## config.mk

```make
export PLATFORM = sky130hd
export DESIGN_NAME = movavg_tree_flat
export DESIGN_NICKNAME = d
export VERILOG_FILES = /design/src/rtl/movavg_pkg.sv /design/src/rtl/movavg_if.sv /design/src/rtl/movavg_addlvl.sv /design/src/rtl/movavg_tree.sv /design/src/flat_wrapper.sv
export SDC_FILE = /design/constraint.sdc
export NUM_CORES = 1
export LEC_CHECK = 0
export ABC_AREA = 1
export BUFFER_PORTS_ARGS = -buffer_cell sky130_fd_sc_hd__clkbuf_2
export CAP_MARGIN = 5
export CORE_ASPECT_RATIO = 2
export CORE_MARGIN = 5
export CORE_UTILIZATION = 40
export CTS_CLUSTER_DIAMETER = 200
export DETAILED_ROUTE_END_ITERATION = 10
export SKIP_LAST_GASP = 1
export SYNTH_ARGS = -nofsm -noshare
export SYNTH_HDL_FRONTEND = slang
export SYNTH_SLANG_ARGS = --single-unit
```

## constraint.sdc

```tcl
create_clock -name clk -period 2.9 [get_ports clk]
set_input_delay 0.145 -clock clk [delete_from_list [all_inputs] [get_ports clk]]
set_output_delay 0.145 -clock clk [all_outputs]
set_load 0.02 [all_outputs]
```

## src/rtl/movavg_pkg.sv

```systemverilog
// Shared defaults and width helpers for the moving-average adder tree.
package movavg_pkg;

    localparam int WL_DEF    = 64;
    localparam int LOG2N_DEF = 2;
    localparam int AVG_DEF   = 1;

    // Window length N for a given log2 size.
    function automatic int taps_n(input int log2n);
        return 1 << log2n;
    endfunction

    // Width of tree level j: one extra carry bit per pairwise add.
    function automatic int lvl_w(input int wl, input int j);
        return wl + j;
    endfunction

endpackage

```

## src/rtl/movavg_if.sv

```systemverilog
// Sample stream in, windowed sum/average out.
interface movavg_if
    import movavg_pkg::*;
#(
    parameter int WL    = WL_DEF,
    parameter int LOG2N = LOG2N_DEF
);
    logic [WL-1:0]       din;
    logic                din_valid;
    logic                clear;
    logic [WL-1:0]       dout;
    logic [WL+LOG2N-1:0] dsum;
    logic                dout_valid;
    logic                dout_primed;

    modport master (
        output din, din_valid, clear,
        input  dout, dsum, dout_valid, dout_primed
    );

    modport slave (
        input  din, din_valid, clear,
        output dout, dsum, dout_valid, dout_primed
    );
endinterface

```

## src/rtl/movavg_addlvl.sv

```systemverilog
// One registered adder-tree level: pairwise sums plus valid/primed tracking.
module movavg_addlvl
    import movavg_pkg::*;
#(
    parameter int NIN = 4,
    parameter int IW  = WL_DEF
) (
    input  logic                     clk,
    input  logic                     reset,
    input  logic                     kill,
    input  logic                     vld_in,
    input  logic                     prm_in,
    input  logic [NIN-1:0][IW-1:0]   din,
    output logic                     vld_out,
    output logic                     prm_out,
    output logic [NIN/2-1:0][IW:0]   dout
);
    logic [NIN/2-1:0][IW:0] sum;
    logic                   load;

    for (genvar i = 0; i < NIN/2; i++) begin : g_add
        assign sum[i] = {1'b0, din[2*i]} + {1'b0, din[2*i+1]};
    end

    // A killed entry must not disturb the held data either.
    assign load = vld_in & ~kill;

    always_ff @(posedge clk) begin
        if (reset) begin
            vld_out <= 1'b0;
            prm_out <= 1'b0;
            dout    <= '0;
        end else begin
            vld_out <= load;
            prm_out <= prm_in & ~kill;
            if (load) dout <= sum;
        end
    end
endmodule

```

## src/rtl/movavg_tree.sv

```systemverilog
// N-tap moving sum/average with delay line, fill tracking and registered log2 adder tree.
module movavg_tree
    import movavg_pkg::*;
#(
    parameter int WL    = WL_DEF,
    parameter int LOG2N = LOG2N_DEF,
    parameter int AVG   = AVG_DEF
) (
    input  logic     clk,
    input  logic     reset,
    movavg_if.slave  bus
);
    localparam int N    = taps_n(LOG2N);
    localparam int SUMW = lvl_w(WL, LOG2N);

    logic [N-1:1][WL-1:0] tap;
    logic [LOG2N-1:0]     fill;
    logic [LOG2N:0]       vld_pipe;
    logic [LOG2N:0]       prm_pipe;

    always_ff @(posedge clk) begin
        if (reset) begin
            tap  <= '0;
            fill <= '0;
        end else if (bus.clear) begin
            tap  <= '0;
            fill <= '0;
            if (bus.din_valid) begin
                tap[1] <= bus.din;
                fill   <= LOG2N'(1);
            end
        end else if (bus.din_valid) begin
            tap[1] <= bus.din;
            for (int k = 2; k < N; k++) tap[k] <= tap[k-1];
            if (fill != LOG2N'(N-1)) fill <= fill + LOG2N'(1);
        end
    end

    assign vld_pipe[0] = bus.din_valid;
    assign prm_pipe[0] = bus.din_valid & ~bus.clear & (fill == LOG2N'(N-1));

    for (genvar j = 0; j <= LOG2N; j++) begin : g_lvl
        logic [(N>>j)-1:0][lvl_w(WL, j)-1:0] lv;

        if (j == 0) begin : g_ops
            // A clearing sample starts a fresh window, so old taps read as zero.
            always_comb begin
                lv    = '0;
                lv[0] = bus.din;
                for (int k = 1; k < N; k++) lv[k] = bus.clear ? '0 : tap[k];
            end
        end else begin : g_add
            logic kill;
            // The first level carries the sample being accepted now, which clear must keep.
            assign kill = (j == 1) ? 1'b0 : bus.clear;

            movavg_addlvl #(
                .NIN (N >> (j-1)),
                .IW  (lvl_w(WL, j-1))
            ) u_lvl (
                .clk     (clk),
                .reset   (reset),
                .kill    (kill),
                .vld_in  (vld_pipe[j-1]),
                .prm_in  (prm_pipe[j-1]),
                .din     (g_lvl[j-1].lv),
                .vld_out (vld_pipe[j]),
                .prm_out (prm_pipe[j]),
                .dout    (lv)
            );
        end
    end

    assign bus.dsum        = g_lvl[LOG2N].lv[0];
    assign bus.dout_valid  = vld_pipe[LOG2N];
    assign bus.dout_primed = prm_pipe[LOG2N];
    assign bus.dout        = (AVG != 0) ? bus.dsum[SUMW-1:LOG2N] : bus.dsum[WL-1:0];
endmodule

```

## src/flat_wrapper.sv

```systemverilog
// flat-port wrapper written by rule: the top's interface ports become plain ports
module movavg_tree_flat import movavg_pkg::*;
#(
    parameter int WL    = WL_DEF,
    parameter int LOG2N = LOG2N_DEF,
    parameter int AVG   = AVG_DEF
)
  (clk, reset, bus_din, bus_din_valid, bus_clear, bus_dout, bus_dsum, bus_dout_valid, bus_dout_primed);
  movavg_if #(.WL(WL), .LOG2N(LOG2N)) bus_i ();
  input  logic clk;
  input  logic reset;
  input wire logic [$bits(bus_i.din)-1:0] bus_din;
  input wire logic [$bits(bus_i.din_valid)-1:0] bus_din_valid;
  input wire logic [$bits(bus_i.clear)-1:0] bus_clear;
  output wire logic [$bits(bus_i.dout)-1:0] bus_dout;
  output wire logic [$bits(bus_i.dsum)-1:0] bus_dsum;
  output wire logic [$bits(bus_i.dout_valid)-1:0] bus_dout_valid;
  output wire logic [$bits(bus_i.dout_primed)-1:0] bus_dout_primed;
  assign bus_i.din = bus_din;
  assign bus_i.din_valid = bus_din_valid;
  assign bus_i.clear = bus_clear;
  assign bus_dout = bus_i.dout;
  assign bus_dsum = bus_i.dsum;
  assign bus_dout_valid = bus_i.dout_valid;
  assign bus_dout_primed = bus_i.dout_primed;
  movavg_tree #(.WL(WL), .LOG2N(LOG2N), .AVG(AVG)) u_core (.clk(clk), .reset(reset), .bus(bus_i));
endmodule
```

==> out/results.ini <==
[logic_synthesis]
ys_types = 41
synthCells = 5489
synth_edf_count = 0
postSynthAreaPerCell_um2 = 5.73
yosys-top-cells-area = dfxtp_1, nand2_1, inv_1
yosys_warnings = 0
synth_top_area_share_pct = 25.1
yosysTopAreaCell = dfxtp_1
synth_area_mm2 = 0.0315
yosysSeqAreaShare_pct = 25.1
syn-num-nets = 5754
synth_top_flop_cell = dfxtp_1
ys_seq_elements = 394
async_flop_share_pct = 0

[sta]
rsz0062_at_grt = false
layout_min_cycle_time_ns = 2.67
setup_tns_ns = 0
timing_hold_violations_final = 0
period_share_pct = 92.1
slew_violations = 0
max_freq_ghz = 0.374
skew_ns = 0.0319
setup_viol = 0
slew_headroom_pct = 38.7
worstMarginPinSlew_ns = 0.919

[worst_setup_path]
worstSetupStartpointType = register
r2r-start = u_core.tap[8]
reg2reg_depth = 14
crit_type = reg2reg
r2r_slack_ns = 0.23
rr_endpoint = u_core.g_lvl[1].g_add.u_lvl.dout[50]
worstPathArrival_ns = 3.17
startpoint = u_core.tap[8]
cp-end-kind = register
critPathRequiredTime_ns = 3.40
crit_path_end = u_core.g_lvl[1].g_add.u_lvl.dout[50]
path_max_fanout = 4

[placement]
io_buffers = 199
hpwlAfterDp_um = 105000
place_area_mm2 = 0.0343
place_congestion = 1.02

[drt]
antenna_left = 0
drc_errors = 0
num_vias = 33297
drt_wl_total_um = 125000
drt_iter0_drc = 1652
wl_per_cell_um = 18.2
drt_first_pass_iters = 5
vias_per_cell = 4.86

[power]
total_power_mw = 14.2
leakage_nw = 20.1
p_seq_share_pct = 41.4
p_int_mw = 9.88
p_sw_mw = 4.32
ir_worst_vdd_uv = 543
comb_power_share_pct = 16.3
power_density_mw_per_mm2 = 389
power_frac_clock_pct = 42.3
netSwitchingFraction_pct = 30.4

[global_routing]
grt_pass1_vias = 32980
grt_antenna_before_repair = 3
grt_max_degree = 166
grt_usage_pct = 28.5
grt_overflow = 0
grt_pass1_wl_um = 185000

[cells_and_area]
seq_area_mm2 = 0.00789
finalNetCount = 6045
nFillCells = 8815
multi_input_area_mm2 = 0.0185
area_growth_pct = 15.9
final_cell_mix = nand2_1, inv_1, nor2_1
final_common_cell = nand2_1
fin_area_mm2 = 0.0365
drive_gt1_share_pct = 8.96

[cts]
clk_pin_slew_ns = 0.07
post_cts_buffers = 0
clockBufferDepth = 3
tritoncts = built
htree_levels = 2
cts_made_buffers = 43
clk_latency_ns = 0.61
clock_sinks = 394
ctsRootBufferMaster = clkbuf_16

[worst_hold_path]
worstHoldPathType = in2reg

[die]
dieArea_mm2 = 0.0847
start_util_pct = 40.3
die_y_um = 407
die_w_um = 208
placementRows = 145
coreArea_mm2 = 0.0782
io_pins = 200

[status]
outcome = finished clean

[job]
max_cap_viol_count = 0

[what timing repair did]
item,CTS,global route
gates resized for setup,0,0
setup endpoints to repair,0,0
hold buffers,64,0
endpoints found under the hold margin,64,0
[synthesized netlist by cell type, types with 3 or more instances]
| cell | n |
|---|---|
| o21bai_1 | 25 |
| xnor2_1 | 57 |
| nor3_2 | 11 |
| nand3_2 | 10 |
| nor4_1 | 7 |
| inv_1 | 1100 |
| inv_2 | 3 |
| nor2_1 | 642 |
| buf_2 | 17 |
| a21oi_2 | 3 |
| o21ai_0 | 267 |
| nand2_2 | 27 |
| o211ai_1 | 5 |
| nand3b_1 | 21 |
| buf_4 | 66 |
| a21oi_1 | 332 |
| clkbuf_1 | 98 |
| fa_1 | 3 |
| ha_1 | 194 |
| dfxtp_1 | 394 |
| a22o_1 | 66 |
| buf_1 | 10 |
| nor2_2 | 11 |
| xor2_1 | 24 |
| nand4_1 | 29 |
| o21ai_1 | 25 |
| nand3_1 | 219 |
| and2_1 | 3 |
| nor3_1 | 43 |
| a211oi_1 | 3 |
| nand2_1 | 1758 |
[state kept, by name, indices dropped and copies added (netlist names)]
name and flops:
u_core.g_lvl.g_add.u_lvl.prm_out 2, u_core.g_lvl.g_add.u_lvl.dout 196, u_core.fill 2, u_core.tap 192
u_core.g_lvl.g_add.u_lvl.vld_out 2
[kinds of logic (layout without fill, tap and decap cells)]
logic type	Yosys count	in the layout	synth area share (%)
AO/OA/AOI/OAI	733	733	12.8
XOR/XNOR	81	81	2.25
adder cells (fa/ha/maj)	197	197	7.90
buffers and inverters	1294	1619	16.3
flip-flops	394	394	25.1
other	0	2	0
AND/OR/NAND/NOR	2790	2790	35.7
[how the worst min path moves through the flow]
stage / depth (start not counted) / start / endpoint / slack, ns
finish: 3 / bus_clear / u_core.tap[13] / 0.06
detailed placement: 2 / bus_din[30] / u_core.tap[30] / 0.38
CTS: 3 / bus_clear / u_core.tap[13] / 0.03
global placement: 2 / bus_din[33] / u_core.tap[33] / 0.38
global route: 3 / bus_clear / u_core.tap[13] / 0.07
floorplan: 1 / bus_din[63] / u_core.tap[63] / 0.27
[cell type report]
| class | count | area share (%) |
|---|---|---|
| multi-input combinational | 3801 | 50.7 |
| timing repair buffer | 437 | 8.57 |
| inverter | 1103 | 11.4 |
| clock buffer | 55 | 3.35 |
| clock inverter | 24 | 0.858 |
| sequential | 394 | 21.6 |
| tap | 1029 | 3.53 |
| antenna | 2 | 0.0137 |
[metrics by stage]
stage	setup slack, ns	utilization, %	cells	hold slack [ns]
after CTS	0.263	46.6	6843	0.0269
after detailed placement	-0.113	43.8	6700	0.378
after global placement	-0.146	43.8	6700	0.376
after global routing	0.0880	46.6	6844	0.0674
final	0.229	46.6	6845	0.0565
after floorplan	0.364	-	5489	0.266
[worst max-delay path: stages (launching register included)]
cell	delay, ns
dfxtp_1	0.30
inv_1	0.11
nor2_1	0.08
ha_1	0.42
nand2_1	0.18
nor2_1	0.23
nand3_1	0.14
nand3_1	0.23
nand3_1	0.12
nand2_1	0.22
nand2_1	0.20
nand3_1	0.12
nand2_1	0.06
nand3_1	0.10
nand2_1	0.06
[layer usage]
| metal | wire (um) | vias to the layer above | part of all wire (%) | track usage [%] |
|---|---|---|---|---|
| li1 | - | 17360 | - | - |
| met1 | 44600 | 14759 | 36 | 28.1 |
| met2 | 64000 | 810 | 51 | 54.7 |
| met3 | 3960 | 368 | 3.2 | 1.98 |
| met4 | 12000 | 0 | 9.7 | 22.3 |
| met5 | 0 | - | 0 | 0 |
[power by group through the flow]
| stage | Sequential, mW | Combinational, mW | Clock (mW) |
|---|---|---|---|
| after floorplan | 5.94 | 1.45 | 0 |
| after global placement | 5.99 | 2.22 | 0 |
| after detailed placement | 6.00 | 2.22 | 0 |
| after CTS | 5.88 | 2.31 | 6.15 |
| after global routing | 5.91 | 2.56 | 6.34 |
| final | 5.88 | 2.31 | 6.00 |
Note: power is estimated with default switching activity, not from simulation.
